--- src/rtl/alu_iter_param_if.sv ---
// Issue/result bundle for alu_iter_param: start strobe with operands in, registered result and status out.
// The master drives en and the operands; the slave returns the result, busy and the done/illegal pulses.
interface alu_iter_param_if #(
   parameter int XLEN = 32
);
   logic            en;
   logic [11:0]     decinst;
   logic [XLEN-1:0] operando1;
   logic [XLEN-1:0] rs2;
   logic [XLEN-1:0] inm;
   logic [XLEN-1:0] salida_alu;
   logic            salida_comparativa;
   logic            carry;
   logic            busy;
   logic            done;
   logic            illegal;

   modport master (
      output en, decinst, operando1, rs2, inm,
      input  salida_alu, salida_comparativa, carry, busy, done, illegal
   );

   modport slave (
      input  en, decinst, operando1, rs2, inm,
      output salida_alu, salida_comparativa, carry, busy, done, illegal
   );
endinterface

--- src/rtl/alu_iter_param.sv ---
// Iterative RV32I-style ALU: one-cycle ops, shifts take 1+ceil(shamt/SHIFT_STEP) cycles.
// No backpressure: en is sampled only while idle and dropped while busy, never queued.
module alu_iter_param #(
   parameter int XLEN       = 32,
   parameter int SHIFT_STEP = 1
) (
   input  logic            clk,
   input  logic            rstn,
   alu_iter_param_if.slave bus
);
   localparam int SW = $clog2(XLEN);
   localparam int CW = SW + 1;
   localparam logic [CW-1:0] STEP_C = CW'(SHIFT_STEP);
   localparam logic [6:0] OP_REG = 7'b0110011;
   localparam logic [6:0] OP_IMM = 7'b0010011;

   typedef enum logic {IDLE, SHIFT} state_t;

   state_t          state_q, state_d;
   logic [XLEN-1:0] res_q, res_d;
   logic [XLEN-1:0] acc_q, acc_d;
   logic [SW-1:0]   cnt_q, cnt_d;
   logic            cmp_q, cmp_d;
   logic            carry_q, carry_d;
   logic            done_q, done_d;
   logic            ill_q, ill_d;
   logic            left_q, left_d;
   logic            arith_q, arith_d;

   logic [6:0]      opcode;
   logic [2:0]      funct3;
   logic            alt;
   logic            is_reg;
   logic            legal;
   logic [XLEN-1:0] opa;
   logic [XLEN-1:0] opb;
   logic [SW-1:0]   shamt;
   logic [XLEN:0]   sum;
   logic [XLEN:0]   diff;
   logic            lt_s;
   logic            lt_u;
   logic [CW-1:0]   step;
   logic [CW-1:0]   cnt_rem;
   logic [XLEN-1:0] shifted;
   logic            unused_dec;

   assign opcode     = bus.decinst[6:0];
   assign funct3     = bus.decinst[9:7];
   assign alt        = bus.decinst[10];
   assign unused_dec = bus.decinst[11];
   assign is_reg     = (opcode == OP_REG);
   assign legal      = is_reg || (opcode == OP_IMM);
   assign opa        = bus.operando1;
   assign opb        = is_reg ? bus.rs2 : bus.inm;
   assign shamt      = opb[SW-1:0];
   // The extra top bit is the carry-out; for subtraction it reads as "no borrow".
   assign sum        = {1'b0, opa} + {1'b0, opb};
   assign diff       = {1'b0, opa} + {1'b0, ~opb} + (XLEN+1)'(1);
   assign lt_s       = $signed(opa) < $signed(opb);
   assign lt_u       = opa < opb;

   always_comb begin
      step    = ({1'b0, cnt_q} < STEP_C) ? {1'b0, cnt_q} : STEP_C;
      cnt_rem = {1'b0, cnt_q} - step;
      if (left_q)
         shifted = acc_q << step;
      else if (arith_q)
         shifted = $unsigned($signed(acc_q) >>> step);
      else
         shifted = acc_q >> step;
   end

   always_comb begin
      state_d = state_q;
      res_d   = res_q;
      acc_d   = acc_q;
      cnt_d   = cnt_q;
      cmp_d   = cmp_q;
      carry_d = carry_q;
      left_d  = left_q;
      arith_d = arith_q;
      done_d  = 1'b0;
      ill_d   = 1'b0;
      case (state_q)
         IDLE: begin
            if (bus.en) begin
               done_d  = 1'b1;
               cmp_d   = 1'b0;
               carry_d = 1'b0;
               res_d   = '0;
               if (!legal) begin
                  ill_d = 1'b1;
               end else begin
                  case (funct3)
                     3'b000: begin
                        if (is_reg && alt) {carry_d, res_d} = diff;
                        else               {carry_d, res_d} = sum;
                     end
                     3'b010: begin
                        res_d = {{(XLEN-1){1'b0}}, lt_s};
                        cmp_d = lt_s;
                     end
                     3'b011: begin
                        res_d = {{(XLEN-1){1'b0}}, lt_u};
                        cmp_d = lt_u;
                     end
                     3'b100:  res_d = opa ^ opb;
                     3'b110:  res_d = opa | opb;
                     3'b111:  res_d = opa & opb;
                     default: begin
                        // 001/101: a zero shift finishes now, otherwise hand off to SHIFT
                        if (shamt == '0) begin
                           res_d = opa;
                        end else begin
                           done_d  = 1'b0;
                           res_d   = res_q;
                           cmp_d   = cmp_q;
                           carry_d = carry_q;
                           acc_d   = opa;
                           cnt_d   = shamt;
                           left_d  = (funct3 == 3'b001);
                           arith_d = (funct3 == 3'b101) && alt;
                           state_d = SHIFT;
                        end
                     end
                  endcase
               end
            end
         end
         SHIFT: begin
            acc_d = shifted;
            cnt_d = cnt_rem[SW-1:0];
            if (cnt_rem == '0) begin
               res_d   = shifted;
               cmp_d   = 1'b0;
               carry_d = 1'b0;
               done_d  = 1'b1;
               state_d = IDLE;
            end
         end
         default: state_d = IDLE;
      endcase
   end

   always_ff @(posedge clk or negedge rstn) begin
      if (!rstn) begin
         state_q <= IDLE;
         res_q   <= '0;
         acc_q   <= '0;
         cnt_q   <= '0;
         cmp_q   <= 1'b0;
         carry_q <= 1'b0;
         done_q  <= 1'b0;
         ill_q   <= 1'b0;
         left_q  <= 1'b0;
         arith_q <= 1'b0;
      end else begin
         state_q <= state_d;
         res_q   <= res_d;
         acc_q   <= acc_d;
         cnt_q   <= cnt_d;
         cmp_q   <= cmp_d;
         carry_q <= carry_d;
         done_q  <= done_d;
         ill_q   <= ill_d;
         left_q  <= left_d;
         arith_q <= arith_d;
      end
   end

   assign bus.salida_alu         = res_q;
   assign bus.salida_comparativa = cmp_q;
   assign bus.carry              = carry_q;
   assign bus.busy               = (state_q == SHIFT);
   assign bus.done               = done_q;
   assign bus.illegal            = ill_q;
endmodule

--- src/flat_wrapper.sv ---
// flat-port wrapper written by rule: the top's interface ports become plain ports
module alu_iter_param_flat 
#(
   parameter int XLEN       = 32,
   parameter int SHIFT_STEP = 1
)
  (clk, rstn, bus_en, bus_decinst, bus_operando1, bus_rs2, bus_inm, bus_salida_alu, bus_salida_comparativa, bus_carry, bus_busy, bus_done, bus_illegal);
  alu_iter_param_if #(.XLEN(XLEN)) bus_i ();
  input  logic clk;
  input  logic rstn;
  input wire logic [$bits(bus_i.en)-1:0] bus_en;
  input wire logic [$bits(bus_i.decinst)-1:0] bus_decinst;
  input wire logic [$bits(bus_i.operando1)-1:0] bus_operando1;
  input wire logic [$bits(bus_i.rs2)-1:0] bus_rs2;
  input wire logic [$bits(bus_i.inm)-1:0] bus_inm;
  output wire logic [$bits(bus_i.salida_alu)-1:0] bus_salida_alu;
  output wire logic [$bits(bus_i.salida_comparativa)-1:0] bus_salida_comparativa;
  output wire logic [$bits(bus_i.carry)-1:0] bus_carry;
  output wire logic [$bits(bus_i.busy)-1:0] bus_busy;
  output wire logic [$bits(bus_i.done)-1:0] bus_done;
  output wire logic [$bits(bus_i.illegal)-1:0] bus_illegal;
  assign bus_i.en = bus_en;
  assign bus_i.decinst = bus_decinst;
  assign bus_i.operando1 = bus_operando1;
  assign bus_i.rs2 = bus_rs2;
  assign bus_i.inm = bus_inm;
  assign bus_salida_alu = bus_i.salida_alu;
  assign bus_salida_comparativa = bus_i.salida_comparativa;
  assign bus_carry = bus_i.carry;
  assign bus_busy = bus_i.busy;
  assign bus_done = bus_i.done;
  assign bus_illegal = bus_i.illegal;
  alu_iter_param #(.XLEN(XLEN), .SHIFT_STEP(SHIFT_STEP)) u_core (.clk(clk), .rstn(rstn), .bus(bus_i));
endmodule
--- config.mk ---
export PLATFORM = sky130hd
export DESIGN_NAME = alu_iter_param_flat
export DESIGN_NICKNAME = d
export VERILOG_FILES = /design/src/rtl/alu_iter_param_if.sv /design/src/rtl/alu_iter_param.sv /design/src/flat_wrapper.sv
export SDC_FILE = /design/constraint.sdc
export NUM_CORES = 1
export LEC_CHECK = 0
export BUFFER_PORTS_ARGS = -buffer_cell sky130_fd_sc_hd__buf_2
export CAP_MARGIN = 10
export CORE_MARGIN = 10
export CORE_UTILIZATION = 65
export CTS_BUF_LIST = sky130_fd_sc_hd__clkbuf_2
export DETAILED_ROUTE_END_ITERATION = 12
export PLACE_DENSITY_LB_ADDON = 0.1
export SLEW_MARGIN = 15
export SYNTH_ARGS = -nofsm -noshare
export SYNTH_HDL_FRONTEND = slang
export SYNTH_SLANG_ARGS = --single-unit
--- constraint.sdc ---
create_clock -name clk -period 4.86 [get_ports clk]
set_clock_uncertainty 0.05 [all_clocks]
set_input_delay 0.486 -clock clk [delete_from_list [all_inputs] [get_ports clk]]
set_output_delay 0.486 -clock clk [all_outputs]
set_load 0.005 [all_outputs]
==> impl_results.md, run 1 <==
* Clk sinks at 76
* IO Pins at 148
* Seq cells post-synth at 76
* GRT Util Overall at 0.340
* Slew headroom at 0.261
* Peak supply drop at between 0.1 and 0.15 mV
* Post-CTS Setup Bufs at 0
* CTS Hold Buffers Added at 0
* Tmin final at 4.13 ns
* Mapped Area at a little under 10000 µm²
* Initial Util at 0.668
* Global-route wire length before repair at ~56 mm
* Iter 0 DRT Violations at roughly 1700
* Die X at roughly 140 µm
* Core Box Area at around 15000 µm²
* Period Utilization, post-route at 0.851
* Worst-skew pair later-pin latency at between 0.5 and 0.6 ns
* Filler instances at 1271
* Async S/R FF share, synth at 1.00
* Area Growth Syn to Fin at 9.52%
* Worst Path Arrival at 4.54 ns
* FMAX at ~240 MHz
* RSZ-0062 raised after global routing: false
* Final Wtd Congestion at between 1 and 1.5
* Top cells by area, synth: dfrtp_1 19%, ha_1 12%, o21ai_0 9.6%, a21oi_1 7.6%, nand2_1 6.0%
* Via/cell ratio at ~6.7
* WL final at 36.0 mm
* Initial antenna violation count at 1
* Ys Warns at 0
* Multi-input gate area at 7150 µm²
* Crit end category: register
* Max-slew violation count at 0
* Setup CP Type: input port to register
* Gate Count Post-Synth at 1388
* Synth cell types at 75
* Remaining routing DRC violations at 0
* DRT Pass-1 Iters at 6
* Reg clk slew, reported paths at roughly 0.21 ns
* Routed WL per cell at approximately 22 µm
* Leak at 4.93 nW
* Clock Path Buffers at 2
* PwrDens at 178 nW/µm²
* Number of flops mapped to enable cells by yosys at 0
* Vias at roughly 11000
* Post-CTS Resized at 0
* Max-cap violations at 0
* Register area at around 1900 µm²
* Chip Height at 143 µm
* Top_reg_cell synth: dfrtp_1
* CTS tree: done
* Startpoint types: input port
* DRT antenna net count at 0
* Sequential area share after synthesis at 0.194
* Synth area leader: dfrtp_1
* Crit path required time at about 5.3 ns
* Crit path max fanout at 13
* Final hold slack at -0.00434 ns
* Row count at 44
* Failing checks: hold timing
* Final Hold Fails at 3
* Synth Net Count at roughly 1600
* Hpwl dp at approximately 27 mm
* Largest net degree at the start of global routing at 77
* # setup viols final at 0
* Status: complete, but fails checks
* Fin nets at approximately 1700
* Measured slew at the worst slew-check pin at approximately 1.1 ns
* Yosys top cell area share at 0.194
* Hold Path Class: input port to async pin
* Setup TNS at 0 ns
* Die footprint at roughly 20000 µm²
* CTS buffer count at 9
* Avg Inst Size Synth at 7.05 µm²
* Htree depth at 3
* Layout cells sized above 1 at 0.161
* Vias in the first global route at slightly above 10000
* Total global routing overflow at 0
* Root buffer cell: clkbuf_2
* Port-buffer cells at 146
==> where the power goes <==
group	leakage (nW)	switching, mW	internal, mW
Sequential	1.02	0.0194	0.654
Clock	0.0813	0.240	0.164
Combinational	3.83	0.532	0.302
==> critical path: stages <==
cell and delay, ns:
buf_2 0.09, nor2b_1 0.13, and4_1 0.25, nand2_2 0.10, buf_4 0.26, mux2i_1 0.31, inv_1 0.11, ha_1 0.24
fa_1 0.40, a21oi_1 0.31, o211a_1 0.29, nor4_2 0.09, o21a_1 0.25, a21o_1 0.20, a31oi_1 0.49, o31ai_1 0.18
a211oi_1 0.26, o31ai_1 0.09
==> worst paths after layout <==
| kind | startpoint | slack [ns] | endpoint | cells after the start |
|---|---|---|---|---|
| min in group clk | bus_en | 0.13 | u_core.bus.illegal | 3 |
| hold reg to reg | u_core.arith_q | 0.46 | u_core.arith_q | 2 |
| setup / recovery | bus_decinst[4] | 0.73 | u_core.bus.carry | 18 |
| hold / removal | rstn | -0.004 | u_core.acc_q[0] | 1 |
| max in group asynchronous | rstn | 4.04 | u_core.left_q | 1 |
| setup reg to reg | u_core.cnt_q[4] | 1.17 | u_core.bus.salida_alu[6] | 11 |
==> final cells by class <==
cell class / instances / share of cell area
Antenna cell: 1 / 0.000234
Clock buffer: 9 / 0.00420
Clock inverter: 6 / 0.00747
Inverter: 100 / 0.0350
Multi-Input combinational cell: 1119 / 0.667
Sequential cell: 76 / 0.178
Tap cell: 184 / 0.0215
Timing Repair Buffer: 172 / 0.0867
==> cell usage in the layout (no fill, tap or decap), types with 4 or more instances in the layout <==
cell type | synthesis | layout
o21ai_0 | 188 | 188
nand2_1 | 156 | 154
a21oi_1 | 149 | 149
buf_2 | 9 | 145
nor2_1 | 136 | 136
inv_1 | 98 | 98
ha_1 | 97 | 97
dfrtp_1 | 76 | 74
mux2i_1 | 38 | 38
mux2_2 | 28 | 28
buf_4 | 0 | 27
nand3_1 | 25 | 25
xnor2_1 | 25 | 25
nor3_1 | 21 | 21
o211ai_1 | 21 | 21
a211oi_1 | 20 | 20
a31oi_1 | 20 | 20
nor2b_1 | 15 | 14
a21o_1 | 14 | 14
o21bai_1 | 13 | 13
o31ai_1 | 12 | 12
nor4_1 | 10 | 10
o21a_1 | 9 | 9
clkbuf_2 | 2 | 9
and3_1 | 8 | 8
o221ai_1 | 8 | 8
a221oi_1 | 7 | 7
nand4_1 | 6 | 6
xor2_1 | 6 | 6
nand2b_1 | 6 | 6
a22oi_1 | 5 | 5
o21ai_1 | 5 | 5
or4_1 | 4 | 4
clkinv_2 | 0 | 4
==> cell families after synthesis <==
group                    count (synthesis)  synth area share
adder cells (fa/ha/maj)                 99             0.128
multiplexers                            66            0.0711
AO/OA/AOI/OAI                          509             0.310
buffers and inverters                  193            0.0762
flip-flops                              76             0.194
XOR/XNOR                                31            0.0278
AND/OR/NAND/NOR                        414             0.192
==> sequential cells by signal, indices dropped and copies added, names as in the netlist <==
signal,cells
u_core.acc_q,32
u_core.arith_q,1
u_core.bus.busy,1
u_core.bus.carry,1
u_core.bus.done,1
u_core.bus.illegal,1
u_core.bus.salida_alu,32
u_core.bus.salida_comparativa,1
u_core.cnt_q,5
u_core.left_q,1
==> layer usage <==
layer,share of wire,routed length (µm),track usage
met2,0.41,14800,0.493
met4,0.037,1320,0.118
met3,0.15,5280,0.104
met5,0,0,0
met1,0.41,14700,0.468
==> through the flow <==
stage               worst slack (ns)  cells  utilization  total power, mW  area [µm²]
floorplan                      0.601   1388            -             1.22        9780
global placement               0.395   1651        0.723             1.47       10600
detailed placement             0.303   1651        0.723             1.48       10600
CTS                            0.915   1666        0.731             1.87       10700
global route                   0.511   1667        0.732             1.99       10700
finish                         0.726   1667        0.732             1.91       10700
==> synth_stat cells, drive strengths merged (25+ instances only) <==
master and number:
mux2i 38, nand3 25, o21ai 193, xnor2 25
a21oi 149, inv 99, clkbuf 69, dfrtp 76
mux2 28, nand2 156, nor2 136, ha 97
No activity file was read; power rests on OpenSTA's default activity.
==> inputs of run 2 (changes only) <==
BUFFER_PORTS_ARGS = unset   (was -buffer_cell sky130_fd_sc_hd__buf_2)
DONT_BUFFER_PORTS = 1   (was unset)
RECOVER_POWER = 100   (was unset)
==> run 2 against run 1 <==
Effect of this change:
- combinational power fell by 14%
- worst setup slack gained 0.00094 ns
- flip-flop and latch count stayed put
- clock power shrank 6.4%
- critical path type is now register to register
- sequential power up 0.9%
- design area is 6.5% lower
- the flow finishes with violations (capacitance limit, slew limit)
- die area unchanged
==> impl_results.md, run 2 (synthesized netlist as in run 1, its figures left out) <==
* Leak at between 4 and 5 nW
* Layout cells sized above 1 at 0.0626
* Root buffer cell: clkbuf_2
* Max-slew violation count at between 90 and 100
* Startpoint types: register
* DRT antenna net count at 0
* Vias at 10500
* Core Box Area at approximately 15000 µm²
* FMAX at around 240 MHz
* CTS buffer count at 9
* Worst flop-to-flop path endpoint: u_core.bus.salida_alu[31]
* Most frequent cells in the layout: 190 x o21ai_0, 156 x nand2_1, 149 x a21oi_1, 136 x nor2_1, 98 x inv_1
* Max-cap violations at 2
* IO Pins at between 100 and 150
* Slowest CP cell: clkbuf_1
* Routed wl met2 at about 14 mm
* Port-buffer cells at 0
* Setup CP Type: register to register
* Via/cell ratio at 6.87
* Row count at 44
* GRT Util Overall at 0.322
* WL final at ~34 mm
* Period Utilization, post-route at 0.850
* Post-CTS Setup Bufs at 0
* CTS tree: done
* Top Layer Used: met4
* Worst r2r src: u_core.cnt_q[4]
* # setup viols final at 0
* Crit path largest cell delay at around 1.5 ns
* Total global routing overflow at 0
* Tmin final at between 4 and 5 ns
* Final Wtd Congestion at 0.994
* Met1 WL at between 10 and 15 mm
* Peak supply drop at ~0.098 mV
* FF-to-FF path depth at 10
* Start point of the critical path: u_core.cnt_q[4]
* Met3 wire length at between 4 and 5 mm
* Post-layout instance area at between 10000 and 15000 µm²
* Hold endpoint: u_core.bus.salida_alu[8]
* Iter 0 DRT Violations at roughly 1500
* Placed Instances at 1504
* Worst R2R Setup Slack at between 0.7 and 0.8 ns
* Crit path required time at 5.35 ns
* Worst-skew pair later-pin latency at 0.64 ns
* Crit path cell chain: nor4_1 -> or2_2 -> ha_1 -> nand4_1 -> o21a_1 -> clkinv_1 -> clkbuf_1 -> o2111ai_1 -> a21oi_1 -> a31oi_1
* Slew headroom at -0.366
* Area Growth Syn to Fin at 2.35%
* Clk sinks at between 70 and 80
* Chip Height at between 100 and 150 µm
* Initial antenna violation count at 3
* Cell Area, Placed at 9850 µm²
* Fin nets at ~1500
* Non-filler cells, final at 1529
* Hold Path Class: input port to register
* Die X at 143 µm
* Global-route wire length before repair at roughly 52 mm
* Die footprint at 20400 µm²
* PwrDens at 178 nW/µm²
* Reg clk slew, reported paths at between 0.2 and 0.25 ns
* Clock Path Buffers at 2
* Setup TNS at 0 ns
* Largest net degree at the start of global routing at 77
* Htree depth at 3
* Worst Path Arrival at around 4.6 ns
* Hpwl dp at 24.9 mm
* Remaining routing DRC violations at 0
* Vias in the first global route at between 9000 and 10000
* Crit path max fanout at 42
* DRT Pass-1 Iters at 7
* Status: complete, but fails checks
* Hold_sp: bus_decinst[8]
* Crit end category: register
* Final Hold Fails at 0
* RSZ-0062 raised after global routing: false
* Hold path cells at 2
* Failing checks: capacitance limit, slew limit
* Initial Util at 0.668
* Commonest non-fill, non-tap cell in the layout: o21ai_0
* Measured slew at the worst slew-check pin at around 2.0 ns
* Routed WL per cell at approximately 22 µm
[run 2: worst max-delay path, delay by kind of cell (launching register included)]
family	cells	cell delay, ns
buffers and inverters	2	1.59
AND/OR/NAND/NOR	3	0.79
AO/OA/AOI/OAI	4	0.94
flip-flops	1	0.48
adder cells (fa/ha/maj)	1	0.20
[run 2: worst max-delay path by stage]
stage	to	slack [ns]
after global routing	u_core.bus.salida_alu[28]	0.55
after global placement	u_core.bus.salida_alu[31]	0.47
final	u_core.bus.salida_alu[31]	0.73
after detailed placement	u_core.bus.salida_alu[31]	0.43
after floorplan	u_core.bus.salida_alu[21]	0.60
after CTS	u_core.bus.carry	1.07
[run 2: final cells by class]
type                       instances  area (µm²)
antenna                            3        7.51
multi-input combinational       1119        7140
tap                              184         230
clock buffer                       9        45.0
sequential                        76        1900
timing repair buffer              31         246
inverter                         100         375
fill                            1288        4630
clock inverter                     7        67.6
[run 2: what timing repair did]
item	in CTS	in global routing
hold buffers	6	0
gates resized for setup	0	0
endpoints found under the hold margin	80	0
[run 2: where the power goes]
part	switching (mW)	internal, mW
Combinational	0.451	0.270
Clock	0.263	0.115
Sequential	0.0257	0.654
Total	0.739	1.04
[run 2: stage by stage]
stage	total power, mW	hold slack [ns]	setup WS, ns	utilization
2_1_floorplan	1.22	0.140	0.601	-
3_3_place_gp	1.35	0.144	0.470	0.672
3_5_place_dp	1.36	0.143	0.428	0.672
4_1_cts	1.75	0.0171	1.07	0.685
5_1_grt	1.86	0.0643	0.545	0.684
6_report	1.78	0.0184	0.727	0.684
[run 2: routing by layer]
layer | vias up | global-route usage
li1 | 4818 | -
met1 | 4831 | 0.465
met2 | 751 | 0.461
met3 | 98 | 0.0670
met4 | 0 | 0.117
met5 | - | 0
